`src/rtl/modulo_medidor_periodo.sv`:
```
// Period / high-time meter: measures one period of an external slow square wave
// (sig_in) in clock cycles, one shot per start request, with saturation and timeout.
module modulo_medidor_periodo #(
  parameter int WIDTH = 20
) (
  input  logic             clock,
  input  logic             clear,
  input  logic             sig_in,
  input  logic             start,
  output logic             busy,
  output logic             done,
  output logic             overflow,
  output logic [WIDTH-1:0] periodo,
  output logic [WIDTH-1:0] alta
);

  localparam logic [WIDTH-1:0] MAX = '1;
  localparam logic [WIDTH-1:0] ONE = WIDTH'(1);

  typedef enum logic [1:0] {
    IDLE  = 2'd0,
    ARM   = 2'd1,
    COUNT = 2'd2,
    DONE  = 2'd3
  } state_t;

  state_t           state_q, state_d;
  logic             s1_q, s2_q, s3_q;
  logic             rise;
  logic [WIDTH-1:0] acnt_q, acnt_d;
  logic [WIDTH-1:0] cnt_q, cnt_d;
  logic [WIDTH-1:0] hcnt_q, hcnt_d;
  logic [WIDTH-1:0] periodo_q, periodo_d;
  logic [WIDTH-1:0] alta_q, alta_d;
  logic             overflow_q, overflow_d;
  logic             busy_q, busy_d;
  logic             done_q, done_d;

  // s1/s2 resynchronise sig_in; s3 is only for edge detection, so both edges see the same latency
  always_ff @(posedge clock) begin
    if (clear) begin
      s1_q <= 1'b0;
      s2_q <= 1'b0;
      s3_q <= 1'b0;
    end else begin
      s1_q <= sig_in;
      s2_q <= s1_q;
      s3_q <= s2_q;
    end
  end

  assign rise = s2_q & ~s3_q;

  always_ff @(posedge clock) begin
    if (clear) begin
      state_q <= IDLE;
    end else begin
      state_q <= state_d;
    end
  end

  always_comb begin
    state_d = state_q;
    case (state_q)
      IDLE:    if (start) state_d = ARM;
      ARM: begin
        if (rise)                state_d = COUNT;
        else if (acnt_q == MAX)  state_d = DONE;
      end
      COUNT:   if (rise || (cnt_q == MAX)) state_d = DONE;
      DONE:    state_d = start ? ARM : IDLE;
      default: state_d = IDLE;
    endcase
  end

  always_comb begin
    acnt_d     = acnt_q;
    cnt_d      = cnt_q;
    hcnt_d     = hcnt_q;
    periodo_d  = periodo_q;
    alta_d     = alta_q;
    overflow_d = overflow_q;
    case (state_q)
      IDLE, DONE: begin
        if (start) begin
          acnt_d     = '0;
          overflow_d = 1'b0;
        end
      end
      ARM: begin
        if (rise) begin
          cnt_d  = ONE;
          hcnt_d = ONE;
        end else if (acnt_q == MAX) begin
          periodo_d  = MAX;
          alta_d     = '0;
          overflow_d = 1'b1;
        end else begin
          acnt_d = acnt_q + ONE;
        end
      end
      COUNT: begin
        // hcnt never exceeds cnt, so only cnt needs a saturation check
        if (rise) begin
          periodo_d = cnt_q;
          alta_d    = hcnt_q;
        end else if (cnt_q == MAX) begin
          periodo_d  = MAX;
          alta_d     = hcnt_q;
          overflow_d = 1'b1;
        end else begin
          cnt_d = cnt_q + ONE;
          if (s2_q) hcnt_d = hcnt_q + ONE;
        end
      end
      default: begin
        acnt_d = acnt_q;
      end
    endcase
    busy_d = (state_d == ARM) || (state_d == COUNT);
    done_d = (state_d == DONE);
  end

  always_ff @(posedge clock) begin
    if (clear) begin
      acnt_q     <= '0;
      cnt_q      <= '0;
      hcnt_q     <= '0;
      periodo_q  <= '0;
      alta_q     <= '0;
      overflow_q <= 1'b0;
      busy_q     <= 1'b0;
      done_q     <= 1'b0;
    end else begin
      acnt_q     <= acnt_d;
      cnt_q      <= cnt_d;
      hcnt_q     <= hcnt_d;
      periodo_q  <= periodo_d;
      alta_q     <= alta_d;
      overflow_q <= overflow_d;
      busy_q     <= busy_d;
      done_q     <= done_d;
    end
  end

  assign busy     = busy_q;
  assign done     = done_q;
  assign overflow = overflow_q;
  assign periodo  = periodo_q;
  assign alta     = alta_q;

endmodule

```
`config.mk`:
```
export PLATFORM = sky130hd
export DESIGN_NAME = modulo_medidor_periodo
export DESIGN_NICKNAME = d
export VERILOG_FILES = /design/src/rtl/modulo_medidor_periodo.sv
export SDC_FILE = /design/constraint.sdc
export NUM_CORES = 1
export LEC_CHECK = 0
export BUFFER_PORTS_ARGS = -buffer_cell sky130_fd_sc_hd__buf_2
export CAP_MARGIN = 20
export CORE_ASPECT_RATIO = 1.25
export CORE_MARGIN = 1
export CORE_UTILIZATION = 55
export CTS_BUF_LIST = sky130_fd_sc_hd__clkbuf_2 sky130_fd_sc_hd__clkbuf_4 sky130_fd_sc_hd__clkbuf_8
export DETAILED_ROUTE_END_ITERATION = 8
export GPL_ROUTABILITY_DRIVEN = 0
export GPL_TIMING_DRIVEN = 0
export PLACE_DENSITY = 0.85
export SYNTH_ARGS = -nofsm -noshare
export SYNTH_HDL_FRONTEND = slang
export SYNTH_SLANG_ARGS = --single-unit
```
`constraint.sdc`:
```
create_clock -name clock -period 2.5 [get_ports clock]
set_input_delay 0.125 -clock clock [delete_from_list [all_inputs] [get_ports clock]]
set_output_delay 0.125 -clock clock [all_outputs]
set_load 0.1 [all_outputs]
```
## Word-level counts from Yosys, hierarchy flattened

Index checks and enable logic that the tools add are counted.
Widths: inputs -> output; s select.

| operators by class | value |
|---|---|
| $add $sub $neg | 3 |
| reduce and logical (&&, ||, !) cells | 11 |
| bitwise operators | 2 |
| mux-type cells | 34 |
| eq/ne operators | 18 |

Operators by type and width:

| cell | number |
|---|---|
| $mux 20 | 17 |
| $pmux 20 s2 | 5 |
| $add 20x1->20 const B | 3 |
| $eq 20x20->1 const B | 2 |
| $ne 2x2->1 const B | 9 |
| $reduce_and 4->1 | 3 |
| $reduce_and 5->1 | 2 |
| $eq 2x2->1 const B | 4 |
| $mux 2 | 4 |
| $pmux 2 s4 | 1 |
| $mux 1 | 6 |
| $eq 2x1->1 const B | 2 |
| $reduce_bool 2->1 | 2 |
| $ne 3x3->1 const B | 1 |
| $pmux 1 s3 | 1 |
| $logic_not 2->1 | 1 |
| $logic_or 1x1->1 | 2 |
| $reduce_or 2->1 | 1 |
| $and 1x1->1 | 1 |
| $not 1->1 | 1 |

| word-level totals | value |
|---|---|
| input bits | 4 |
| flip-flop bits (word level) | 108 |
| word-level logic and storage cells | 80 |
| output and inout port bits | 43 |

## Depth between registers and ports, before layout

| depth | value |
|---|---|
| word-level depth | 7 |
| gate-level depth with buffers | 9 |
| gate-level depth less buffers | 8 |

## Worst setup path after synthesis

OpenSTA, ideal clock, no wires.

| timing path | value |
|---|---|
| path type | reg2reg |
| start | reg state_q[0] |
| end | reg acnt_q[15] |
| stages on the path, launching flop included | 9 |
| period minus slack after synthesis | 2.216 ns |
| library setup time | 0.086 ns |
| slack | 0.284 ns |
| required time | 2.414 ns |
| arrival time | 2.129 ns |
| path buffers | 1 |
| cell sequence | dfxtp_1 -> inv_1 -> ha_1 -> buf_2 -> nor2_1 -> a211o_1 -> a31o_4 -> or4_4 -> a221oi_2 |

| between the ends | value |
|---|---|
| longest elaborated chain between the ends | 4 |
| elaborated cells on any way between the ends | 10 |
| those cells by class | eq/ne (5); mux (1); reduce/logical (4) |

Ends and longest elaborated chain:

| element | line | text |
|---|---|---|
| from (decl) | 27 | `state_t state_q, state_d;` |
| from (signal assigned) | 58 | `state_q <= state_d;` |
| $eq 2x2->1 or $logic_not 2->1 (tied branches) | 83 | `case (state_q)` |
| $reduce_or 2->1 | 83 |  |
| $ne 2x2->1 (no source line) or $reduce_bool 2->1 (tied branches) | -- |  |
| $reduce_and 4->1 (no source line) | -- |  |
| to (signal assigned) | 135 | `acnt_q <= acnt_d;` |
| to (decl) | 30 | `logic [WIDTH-1:0] acnt_q, acnt_d;` |

Several ways; a longest one is shown, not always the timed one.
A chain may end at the register's enable or synchronous reset.

## Worst setup path in the final report

| timing path | value |
|---|---|
| start | reg state_q[1] |
| end | reg busy_q, in the netlist busy |

| between the ends | value |
|---|---|
| longest elaborated chain between the ends | 5 |
| elaborated cells on any way between the ends | 12 |
| those cells by class | eq/ne (5); mux (5); reduce/logical (2) |

Ends and longest elaborated chain:

| element | line | text |
|---|---|---|
| $mux 2 | 68 | `else if (acnt_q == MAX) state_d = DONE;` |
| $mux 2 | 67 | `if (rise) state_d = COUNT;` |
| $pmux 2 s4 * | 64 | `case (state_q)` |
| via state_d[1] | 27 |  |
| $eq 2x1->1 or $eq 2x2->1 (tied branches) | 120 | `busy_d = (state_d == ARM) \|\| (state_d == COUNT);` |
| $logic_or 1x1->1 * | 120 |  |
| via busy_d | 36 | `logic busy_q, busy_d;` |
| to (signal assigned) | 141 | `busy_q <= busy_d;` |
| to (decl) | 36 |  |

The timed path passes the listed nets; every way through them passes the cells marked *.

==> results.md <==
Timing:
- Setup repair after global routing could not meet its margin everywhere.
- The worst hold margin is 0.110 ns.
- For the finished layout, the period the worst path requires is 2.39 ns.
- The count of final max-slew check failures was 0.
- The setup TNS is 0 ns.
- The hold violation count in the final report is 0.
- The portion of the clock cycle consumed by the worst path in the final layout is 95.6%.
- Static timing analysis puts the maximum clock frequency at 0.419 GHz.
- For the pin with the worst max-slew slack, the measured transition is 0.829 ns.
- For the final database, setup skew stands at 0.0116 ns.
- In this run the tightest slew margin relative to its limit is 44.7%.
- Setup violations remaining at the end of the flow were counted as 0.

Global route:
- The number of antenna violations at the first check in global routing came to 0.
- Entering global routing, the biggest net connects 18 pins.
- The number of global-route vias before repair was 4935.
- The global router's overall resource usage is 28.7%.
- The total overflow left after global routing is 0.
- The wire length of the first global-routing pass is 23300 um.

Finish:
- The final-stage net count is 684.
- Cells with a size suffix above 1 make up 19.2% of the layout.
- The number of inserted diodes is 0.
- Counting the fill cells in the layout gives 777.
- The total area of sequential cells is 0.00216 sq mm.
- The area taken by multi-input logic gates is 0.00291 sq mm.
- The area growth from synthesis to layout is 12.1%.

Worst setup path:
- The element type at the critical path end is a flop.
- The startpoint of the most critical register-to-register path is state_q[1]$_SDFF_PP0_.
- STA puts the critical path data arrival time at 2.66 ns.
- In this run the worst path has a maximum fanout of 10.
- The peak per-stage delay on the critical path is 0.46 ns.
- The launching instance or port of the critical path is state_q[1]$_SDFF_PP0_.
- The type of origin of the critical path is a flop.
- At the worst endpoint, the required time is 2.77 ns.
- The signal on the critical path passes through inv_1, ha_1, clkbuf_2, clkbuf_1, o31ai_1, nor2_1, ha_1, nor2b_1.
- The most critical setup path has its endpoint at busy$_SDFF_PP0_.
- The critical path class is reg -> reg.
- The minimum setup slack among reg-to-reg paths is 0.11 ns.
- The number of cell instances on the worst register-to-register path is 8.
- The endpoint of the worst-slack reg-to-reg timing path is busy$_SDFF_PP0_.
- The cell that appears most often on the critical path is ha_1.
- The slowest stage cell on the critical path is o31ai_1.

Logic synthesis:
- The post-synthesis instance area is 0.00530 sq mm.
- The prevailing post-synth register cell is dfxtp_1.
- The synthesized instance count is 615.
- The share of async-settable or async-resettable flops after synthesis is 0%.
- The count of flip-flops with a built-in enable after synthesis is 0.
- By count the netlist is led by dfxtp_1 (108), a21oi_1 (56), nand3_1 (43).
- After synthesis, flip-flops and latches occupy 40.8% of the total area.
- The leading area contributor after synthesis is dfxtp_1.
- The average footprint of a synthesized cell is 8.62 sq um.
- The post-synth net total is 627.
- In the post-synthesis netlist, the cell with the most instances is dfxtp_1.
- For this run, the number of Yosys warnings is 0.
- In this run the biggest area consumer among cell types represents 40.8% of the synthesized area.
- After synthesis, the cell types taking the most area are dfxtp_1 (41%), a21oi_1 (5.3%), nand3_1 (4.1%).
- The number of distinct standard cells referenced by the synthesized netlist is 72.
- The number of register bits inferred by synthesis is 108.

Pwr:
- The ratio of total power to cell area is 612 mW/mm^2.
- The design draws 0.00364 W.
- The worst-case IR drop observed on VDD is 328 uV.
- For this design the static power due to leakage is 2.05 nW.

Clock tree:
- TritonCTS built the clock tree.
- The largest buffer count on any clock path is 2.
- The CTS H-tree depth is 3.
- The number of setup buffers added after CTS is 0.
- The tree built by TritonCTS fans out to 108 sinks.
- After clock tree synthesis, the clock-pin slew on the worst setup and hold paths is 0.10 ns.
- CTS placed an instance of clkbuf_8 at the clock tree root.
- For the worst-skew pair, the clock arrives at the later sink with an insertion delay of 0.40 ns.
- The number of clock buffers inserted by TritonCTS is 9.

Floorplan:
- The die is 112 um tall.
- For this configuration, the core starts out at a cell density of 57.2%.
- 47 I/O pins were placed.
- The core footprint is 0.00927 sq mm.
- The die outline area is 0.0100 sq mm.
- The die is 89.8 um wide.
- The number of cell rows is 39.

Detailed routing:
- In the routed design, unresolved DRC markers number 0.
- The first detailed-routing pass took 5 iterations.
- The final wirelength is 14100 um.
- The count of vias placed by the detailed router is 5329.
- In this run, the number of DRC markers left after iteration 0 of detailed routing was 638.
- Using the TritonRoute via totals, the vias-per-cell ratio works out to 6.66.
- In the final routed layout, each cell accounts on average for 17.7 um.
- The count of nets left with antenna violations after detail routing is 0.

Min path:
- The class of the most critical hold timing path is in -> reg.

Placed design:
- In this run the tool buffered the top-level ports with 45 buffer cells.
- The final HPWL from detailed placement is 9900 um.

Run status:
- The run finished with clean final reports.

Job:
- Max-cap violations in this run came to 0.
==> worst max-delay path, delay by kind of cell, from the launching register on <==
| kind | cells | cell delay [ns] |
|---|---|---|
| buffers and inverters | 3 | 0.61 |
| adders and majority gates | 2 | 0.57 |
| AOI/OAI and AO/OA | 1 | 0.46 |
| DFF | 1 | 0.37 |
| and+or+nand+nor | 2 | 0.26 |
==> worst min path at each step <==
stage / depth (start not counted) / start / to / slack [ns]
floorplan: 1 / sig_in / s1_q$_SDFF_PP0_ / 0.25
global placement: 2 / sig_in / s1_q$_SDFF_PP0_ / 0.36
detailed placement: 2 / sig_in / s1_q$_SDFF_PP0_ / 0.35
CTS: 3 / start / state_q[0]$_SDFF_PP0_ / 0.11
global route: 3 / start / state_q[0]$_SDFF_PP0_ / 0.14
finish: 3 / start / state_q[0]$_SDFF_PP0_ / 0.11
==> cells in the final DEF (no fill, tap or decap), types with 4 or more instances in the layout <==
| master | netlist | final |
|---|---|---|
| xnor2_1 | 7 | 7 |
| a311oi_1 | 6 | 6 |
| ha_1 | 8 | 8 |
| nand2b_1 | 5 | 5 |
| dfxtp_1 | 108 | 106 |
| or4_1 | 8 | 8 |
| nand3_1 | 43 | 43 |
| nand4_1 | 33 | 33 |
| buf_2 | 13 | 58 |
| nor3_1 | 9 | 8 |
| o31a_1 | 5 | 5 |
| clkbuf_2 | 0 | 5 |
| and3_1 | 12 | 12 |
| buf_4 | 4 | 4 |
| o21ai_0 | 39 | 39 |
| or2_2 | 4 | 4 |
| nand3b_1 | 4 | 4 |
| o221a_1 | 5 | 5 |
| o211ai_1 | 4 | 4 |
| a211o_1 | 5 | 5 |
| o21ai_1 | 6 | 6 |
| nand2_1 | 42 | 42 |
| clkbuf_1 | 28 | 23 |
| inv_1 | 17 | 17 |
| a21oi_1 | 56 | 56 |
| or3_1 | 11 | 11 |
| nor2_1 | 26 | 26 |
| clkbuf_8 | 0 | 11 |
| nor2b_1 | 6 | 6 |
| o221a_2 | 15 | 15 |
| o31ai_1 | 8 | 8 |
| a31oi_1 | 16 | 16 |
==> power breakdown <==
part | leakage [nW] | internal [W] | switching [W]
clock network | 0.0968 | 0.000434 | 0.000614
logic | 1.07 | 0.000167 | 0.000612
registers | 0.876 | 0.00178 | 0.0000337
==> cell type report <==
type                    count  area share [%]
repair buffers             46            3.96
well taps                 123            2.59
inverters                  17            1.07
clock buffers              12            2.67
plain buffers              47            3.79
flip-flops and latches    108            36.4
clock inverters             4           0.505
multi-input cells         443            49.0
==> cells by family after synthesis <==
group / share of synthesized area (%)
adders and majority gates: 1.89
DFF: 40.8
xor gates and xnor gates: 1.32
and+or+nand+nor: 24.0
muxes: 0.378
AOI/OAI and AO/OA: 26.4
buffers and inverters: 5.26
==> through the flow <==
stage / std cells / util (%) / instance area (sq um) / setup WS [ns]
finish: 800 / 64.1 / 5940 / 0.111
global route: 800 / 64.1 / 5940 / -0.00588
CTS: 800 / 63.5 / 5890 / 0.00350
detailed placement: 783 / 61.3 / 5680 / -0.0466
global placement: 783 / 61.3 / 5680 / -0.00491
floorplan: 615 / - / 5300 / 0.284
==> registers in the layout (all words and copies together), names as in the netlist <==
register / cells
state_q: 2
hcnt_q: 20
s2_q: 1
s3_q: 1
cnt_q: 20
s1_q: 1
alta: 20
overflow: 1
acnt_q: 20
done: 1
busy: 1
periodo: 20
==> per-layer routing <==
| metal | vias up | global-route usage, % | routed length (um) | part of all wire (%) |
|---|---|---|---|---|
| li1 | 2476 | - | - | - |
| met1 | 2520 | 34.3 | 5650 | 40 |
| met4 | 0 | 18.6 | 459 | 3.2 |
| met2 | 280 | 47.7 | 7000 | 50 |
| met5 | - | 0 | 0 | 0 |
| met3 | 53 | 4.78 | 1030 | 7.3 |
==> what timing repair did <==
item	4_1_cts	5_1_grt
hold buffers	1	0
pin swaps	0	1
endpoints found under the setup margin	1	50
resized for setup	2	19
endpoints found under the hold margin	1	0
Note: power is estimated with default switching activity, not from simulation.
